==> config.mk <==
export PLATFORM = sky130hd
export DESIGN_NAME = i2s_receive
export DESIGN_NICKNAME = d
export VERILOG_FILES = /design/src/rtl/i2s_receive.sv
export SDC_FILE = /design/constraint.sdc
export NUM_CORES = 1
export LEC_CHECK = 0
export ABC_AREA = 0
export CORE_UTILIZATION = 68
export CTS_CLUSTER_SIZE = 40
export DETAILED_ROUTE_END_ITERATION = 7
export DONT_BUFFER_PORTS = 1
export GPL_TIMING_DRIVEN = 0
export PLACE_DENSITY = 0.83
export SYNTH_ARGS = -nofsm -noshare
export SYNTH_HDL_FRONTEND = slang
export SYNTH_SLANG_ARGS = --single-unit
==> constraint.sdc <==
create_clock -name CLK_50 -period 4.45 [get_ports CLK_50]
set_input_delay 1.335 -clock CLK_50 [delete_from_list [all_inputs] [get_ports CLK_50]]
set_output_delay 1.335 -clock CLK_50 [all_outputs]
set_load 0.005 [all_outputs]
==> src/rtl/i2s_receive.sv <==
// i2s_receive: slave-mode I2S receiver clocked by CLK_50.
// BCK/LRCK/DIN are synchronised, BCK rising edges are detected, and 24-bit left/right samples
// are shifted in MSB-first from 32-bit left-justified slots (LRCK high = left).
// Optional BCK watchdog (link_lost) is built when I2S_RX_TIMEOUT_EN is defined.
`timescale 1ns/1ps
module i2s_receive #(
    parameter int unsigned DATA_WIDTH  = 24,
    parameter int unsigned SLOT_WIDTH  = 32,
    parameter int unsigned SYNC_STAGES = 2   // must be >= 2
) (
    input  logic                  CLK_50,
    input  logic                  nRST,
    input  logic                  enable,
    input  logic                  BCK_IN,
    input  logic                  LRCK_IN,
    input  logic                  DIN,
    output logic [DATA_WIDTH-1:0] left_audio_out,
    output logic [DATA_WIDTH-1:0] right_audio_out,
    output logic                  sample_valid,
    output logic                  frame_error,
    output logic                  link_lost
);

    localparam int unsigned BitW = $clog2(DATA_WIDTH);

    typedef enum logic [2:0] {
        StIdle, StWaitLeft, StShiftL, StSkipL, StShiftR, StSkipR
    } state_e;

    logic [SYNC_STAGES-1:0] bck_sync_q, lr_sync_q, din_sync_q;
    logic                   bck_prev_q, evt_q, lr_evt_q, din_evt_q;
    logic                   evt2_q, ss_q, lr2_q, din2_q, lr_prev_q;

    state_e                 state_q;
    logic [5:0]             slot_cnt_q;
    logic [BitW-1:0]        bit_cnt_q;
    logic [DATA_WIDTH-1:0]  shift_l_q, shift_r_q, left_hold_q;
    logic [DATA_WIDTH-1:0]  left_q, right_q;
    logic                   valid_q, ferr_q;

    logic                   len_bad, pol_bad, slot_err, wd_trip;

    // Synchronisers, BCK edge detect and event-time sampling of LRCK/DIN.
    always_ff @(posedge CLK_50 or negedge nRST) begin
        if (!nRST) begin
            bck_sync_q <= '0;
            lr_sync_q  <= '0;
            din_sync_q <= '0;
            bck_prev_q <= 1'b0;
            evt_q      <= 1'b0;
            lr_evt_q   <= 1'b0;
            din_evt_q  <= 1'b0;
            evt2_q     <= 1'b0;
            ss_q       <= 1'b0;
            lr2_q      <= 1'b0;
            din2_q     <= 1'b0;
            lr_prev_q  <= 1'b0;
        end else begin
            bck_sync_q <= {bck_sync_q[SYNC_STAGES-2:0], BCK_IN};
            lr_sync_q  <= {lr_sync_q[SYNC_STAGES-2:0], LRCK_IN};
            din_sync_q <= {din_sync_q[SYNC_STAGES-2:0], DIN};
            bck_prev_q <= bck_sync_q[SYNC_STAGES-1];
            evt_q      <= bck_sync_q[SYNC_STAGES-1] & ~bck_prev_q;
            lr_evt_q   <= lr_sync_q[SYNC_STAGES-1];
            din_evt_q  <= din_sync_q[SYNC_STAGES-1];
            evt2_q     <= evt_q;
            if (evt_q) begin
                // Slot start is any change of LRCK between consecutive BCK events.
                ss_q      <= lr_evt_q ^ lr_prev_q;
                lr_prev_q <= lr_evt_q;
                lr2_q     <= lr_evt_q;
                din2_q    <= din_evt_q;
            end
        end
    end

    // Framing checks evaluated on a slot start.
    always_comb begin
        len_bad = (state_q != StIdle) && (slot_cnt_q != 6'(SLOT_WIDTH));
        unique case (state_q)
            StSkipL:            pol_bad = lr2_q;
            StSkipR:            pol_bad = ~lr2_q;
            StShiftL, StShiftR: pol_bad = 1'b1;
            default:            pol_bad = 1'b0;
        endcase
        slot_err = evt2_q && ss_q && (len_bad || pol_bad);
    end

`ifdef I2S_RX_TIMEOUT_EN
    logic [7:0] wd_q;
    logic       lost_q;

    assign wd_trip   = !evt2_q && (wd_q == 8'd63);
    assign link_lost = lost_q;

    // Watchdog: cycles since the last BCK event; flags loss once the count reaches 64.
    always_ff @(posedge CLK_50 or negedge nRST) begin
        if (!nRST) begin
            wd_q   <= 8'd0;
            lost_q <= 1'b0;
        end else if (evt2_q) begin
            wd_q   <= 8'd0;
            lost_q <= 1'b0;
        end else begin
            if (wd_q != 8'hFF) wd_q <= wd_q + 8'd1;
            if (wd_trip) lost_q <= 1'b1;
        end
    end
`else
    assign wd_trip   = 1'b0;
    assign link_lost = 1'b0;
`endif

    // Receive FSM with slot counter, shift registers and registered outputs.
    always_ff @(posedge CLK_50 or negedge nRST) begin
        if (!nRST) begin
            state_q     <= StIdle;
            slot_cnt_q  <= 6'd0;
            bit_cnt_q   <= '0;
            shift_l_q   <= '0;
            shift_r_q   <= '0;
            left_hold_q <= '0;
            left_q      <= '0;
            right_q     <= '0;
            valid_q     <= 1'b0;
            ferr_q      <= 1'b0;
        end else begin
            valid_q <= 1'b0;
            ferr_q  <= 1'b0;
            if (evt2_q) begin
                if (ss_q)                    slot_cnt_q <= 6'd1;
                else if (slot_cnt_q != 6'd63) slot_cnt_q <= slot_cnt_q + 6'd1;
            end

            if (!enable) begin
                state_q   <= StIdle;
                bit_cnt_q <= '0;
                shift_l_q <= '0;
                shift_r_q <= '0;
            end else if (state_q == StIdle) begin
                state_q <= StWaitLeft;
            end else if (wd_trip) begin
                state_q   <= StWaitLeft;
                bit_cnt_q <= '0;
            end else if (evt2_q && ss_q) begin
                ferr_q <= slot_err;
                // After an error the new slot is judged as if waiting for a left slot.
                if (slot_err || state_q == StWaitLeft || state_q == StSkipR) begin
                    if (lr2_q) begin
                        state_q   <= StShiftL;
                        shift_l_q <= DATA_WIDTH'(din2_q);
                        bit_cnt_q <= BitW'(1);
                    end else begin
                        state_q <= StWaitLeft;
                    end
                end else begin
                    state_q   <= StShiftR;
                    shift_r_q <= DATA_WIDTH'(din2_q);
                    bit_cnt_q <= BitW'(1);
                end
            end else if (evt2_q) begin
                if (state_q == StShiftL) begin
                    shift_l_q <= {shift_l_q[DATA_WIDTH-2:0], din2_q};
                    if (bit_cnt_q == BitW'(DATA_WIDTH - 1)) begin
                        left_hold_q <= {shift_l_q[DATA_WIDTH-2:0], din2_q};
                        state_q     <= StSkipL;
                    end else begin
                        bit_cnt_q <= bit_cnt_q + BitW'(1);
                    end
                end else if (state_q == StShiftR) begin
                    shift_r_q <= {shift_r_q[DATA_WIDTH-2:0], din2_q};
                    if (bit_cnt_q == BitW'(DATA_WIDTH - 1)) begin
                        left_q  <= left_hold_q;
                        right_q <= {shift_r_q[DATA_WIDTH-2:0], din2_q};
                        valid_q <= 1'b1;
                        state_q <= StSkipR;
                    end else begin
                        bit_cnt_q <= bit_cnt_q + BitW'(1);
                    end
                end
            end
        end
    end

    assign left_audio_out  = left_q;
    assign right_audio_out = right_q;
    assign sample_valid    = valid_q;
    assign frame_error     = ferr_q;

endmodule
==> results.py <==
metrics = {
    "outcome": {
        "status": "finished, violations left",
        "violations": "DRC",
    },
    "place": {
        "place_congestion": 0.829,
        "placed_area_mm2": 0.00635,
        "dp_hpwl_um": 7600,
        "numPortBuffers": 0,
    },
    "logic_synthesis": {
        "synth_seq_cells": 148,
        "synth_area_mm2": 0.00622,
        "yosysTopAreaCell": "dfrtp_1",
        "syn_nets": 501,
        "synth.distinct_cells": 57,
        "yosysTopAreaCellShare": 0.595,
        "yosys_warnings": 0,
        "netlist_top_cells_area": "dfrtp_1 (60%), mux2_2 (11%), a22o_1 (3.1%), a21oi_1 (2.8%), nor2b_1 (2.5%)",
        "syn_inst": 492,
        "avgSynthCellArea_um2": 12.6,
        "synthArstFlopShare": 1.00,
        "synth_seq_area_share": 0.595,
        "synth-edff-count": 0,
        "ys.flop_type": "dfrtp_1",
    },
    "worst_setup_path": {
        "path_max_fanout": 10,
        "cp.arrival_ps": 3050,
        "r2r_cells": 8,
        "timing.rr.start": "slot_cnt_q[0]$_DFFE_PN0P_",
        "reg2reg_to": "shift_l_q[22]$_DFFE_PN0P_",
        "worst-setup-path-type": "in2reg",
        "start_kind": "input port",
        "required_ps": 4900,
        "max_stage_delay_ps": 570,
        "cpMostUsedCell": "clkbuf_1",
        "cp_slowest_cell": "nor4_1",
        "crit_chain": "clkbuf_1 -> inv_2 -> nor4_1 -> clkbuf_1 -> a22o_1",
        "cp-end-kind": "register",
        "r2r_slack_ps": 2150,
    },
    "floorplan": {
        "die_w_um": 97.6,
        "ioPinCount": 57,
        "start_util": 0.706,
        "die_y_um": 97.6,
        "coreArea_mm2": 0.00881,
        "dieArea_mm2": 0.00953,
        "rows": 34,
    },
    "route": {
        "vias": 4025,
        "drtAntennaViolNets": 0,
        "route.detailed.drc": 12,
        "drt_iter0_markers": 186,
        "dr.pass1.iters": 7,
        "post_drt_wl_per_cell_um": 19.8,
        "drt-total-wl_um": 12500,
        "post_drt_via_cell_ratio": 6.38,
    },
    "timing": {
        "maxSlewHeadroom": 0.552,
        "finalHoldViolCount": 0,
        "fmax_mhz": 385,
        "setup_viol_count_final": 0,
        "finalClockSkew_ps": 7.33,
        "fin_tns_setup_ps": 0,
        "rsz0062_at_grt": "false",
        "tightest_slew_ps": 665,
        "drv_slew": 0,
        "fin_crit_ps": 2600,
        "period_share": 0.584,
    },
    "clocking": {
        "clk_pin_slew_worst_paths_ps": 60,
        "cts_setup_buffers": 0,
        "cts_resized": 0,
        "h-tree-depth": 4,
        "cts_root_buf": "clkbuf_8",
        "cts.sinks": 148,
        "numCtsBuffers": 17,
        "cts_tree": "done",
        "ctsLongestPathBuffers": 2,
        "clk_latency_ps": 520,
        "ctsHoldBuffers": 0,
    },
    "grt": {
        "antenna_found_initial": 0,
        "grt_max_degree": 149,
        "grt_pass1_wl_um": 21500,
        "grt_use_total": 0.292,
        "grt_pass1_vias": 4203,
        "grt-ovfl-total": 0,
    },
    "worst_hold_path": {
        "holdPathEnd": "din_sync_q[1]$_DFF_PN0_",
        "holdPathStages": 0,
        "min_from": "din_sync_q[0]$_DFF_PN0_",
        "hold_class": "reg2reg",
    },
    "finish": {
        "final_area_mm2": 0.00697,
        "drive_above_1_share": 0.260,
        "synthToLayoutAreaGrowth_pct": 12.0,
        "num_antenna_cells": 0,
        "mostFrequentLayoutCells": "dfrtp_1 (148), mux2_2 (61), nand2_1 (36)",
        "fillers": 514,
        "nets": 520,
        "final_common_cell": "dfrtp_1",
    },
    "pwr": {
        "p_total_mw": 3.13,
        "p_leak_nw": 3.37,
        "powerDensity_mw_per_mm2": 450,
        "vdd_ir_drop_max_mv": 0.244,
    },
    "run": {
        "drv_cap": 0,
    },
}
## per-layer routing
metal / up-vias / GRT usage / part of all wire / wire length (um)
li1: 1808 / - / - / -
met1: 2078 / 0.388 / 0.43 / 5320
met2: 120 / 0.482 / 0.51 / 6430
met3: 19 / 0.0604 / 0.045 / 567
met4: 0 / 0.0979 / 0.015 / 190
met5: - / 0 / 0 / 0
## kinds of logic (layout without fill, tap and decap cells)
family	count (synthesis)	after routing	share of synthesized area
muxes	79	79	0.147
other	1	1	0.000603
and+or+nand+nor	99	99	0.0827
DFF	148	148	0.595
xor gates and xnor gates	3	3	0.00423
adders and majority gates	4	4	0.00765
AOI/OAI and AO/OA	114	114	0.128
buffers and inverters	44	75	0.0344
## critical path, delay by kind of cell
kind | cells | cell delay (ps)
simple gates | 1 | 570
compound gates | 1 | 230
buf+inv | 3 | 900
## power breakdown
part / switching, mW / internal (mW) / total, mW / leakage (nW)
combinational: 0.161 / 0.0821 / 0.244 / 1.04
clock: 0.570 / 0.920 / 1.49 / 0.295
sequential: 0.0272 / 1.37 / 1.40 / 2.03
## cell usage after synthesis, types with 2 or more instances
| master | instances |
|---|---|
| and2_1 | 3 |
| buf_6 | 2 |
| nand2_1 | 36 |
| nand3_2 | 2 |
| and3_1 | 2 |
| nor2_1 | 8 |
| a21oi_1 | 35 |
| a31oi_1 | 23 |
| mux2_4 | 9 |
| mux2i_1 | 5 |
| a21o_1 | 2 |
| ha_1 | 3 |
| xnor2_1 | 3 |
| or3_1 | 2 |
| buf_2 | 17 |
| clkbuf_1 | 9 |
| a22o_1 | 22 |
| o211ai_1 | 7 |
| a211oi_1 | 2 |
| dfrtp_1 | 148 |
| nand3_1 | 6 |
| a31o_2 | 2 |
| inv_1 | 10 |
| nor3_1 | 4 |
| a21boi_0 | 2 |
| mux2_1 | 4 |
| buf_4 | 3 |
| nand2b_1 | 4 |
| inv_2 | 2 |
| mux2_2 | 61 |
| o21ai_0 | 4 |
| nor2b_1 | 25 |
## cell type report
type	instances	area, um2	area share
Inverter	12	45.0	0.00646
Multi-Input combinational cell	300	2300	0.330
Clock buffer	18	418	0.0600
Clock inverter	13	195	0.0280
Sequential cell	148	3700	0.532
Buffer	32	169	0.0242
Tap cell	108	135	0.0194
## registers in the layout, indices dropped and copies added, names as in the netlist
name,cells
bit_cnt_q,5
state_q,3
frame_error,1
din_evt_q,1
evt_q,1
din2_q,1
din_sync_q,2
bck_prev_q,1
lr_prev_q,1
lr_sync_q,2
evt2_q,1
shift_r_q,23
right_audio_out,24
lr_evt_q,1
bck_sync_q,2
sample_valid,1
slot_cnt_q,6
ss_q,1
shift_l_q,23
left_audio_out,24
left_hold_q,24
## through the flow
stage / utilization / hold WS, ps / setup slack [ps] / instances
2_1_floorplan: - / 331 / 1810 / 492
3_5_place_dp: 0.722 / 335 / 1380 / 600
3_3_place_gp: 0.722 / 335 / 1420 / 600
5_1_grt: 0.791 / 360 / 1690 / 631
4_1_cts: 0.791 / 349 / 1850 / 631
6_report: 0.791 / 349 / 1850 / 631
## worst max-delay path by stage
stage | from | end | slack [ps] | depth (start not counted)
after CTS | enable | shift_r_q[19]$_DFFE_PN0P_ | 1850 | 5
after global routing | enable | shift_r_q[19]$_DFFE_PN0P_ | 1690 | 5
after detailed placement | enable | shift_r_q[12]$_DFFE_PN0P_ | 1380 | 5
after global placement | enable | shift_r_q[12]$_DFFE_PN0P_ | 1420 | 5
after floorplan | enable | left_audio_out[0]$_DFFE_PN0P_ | 1810 | 7
final | enable | shift_r_q[19]$_DFFE_PN0P_ | 1850 | 5
Power figures use the tool's default switching activity.
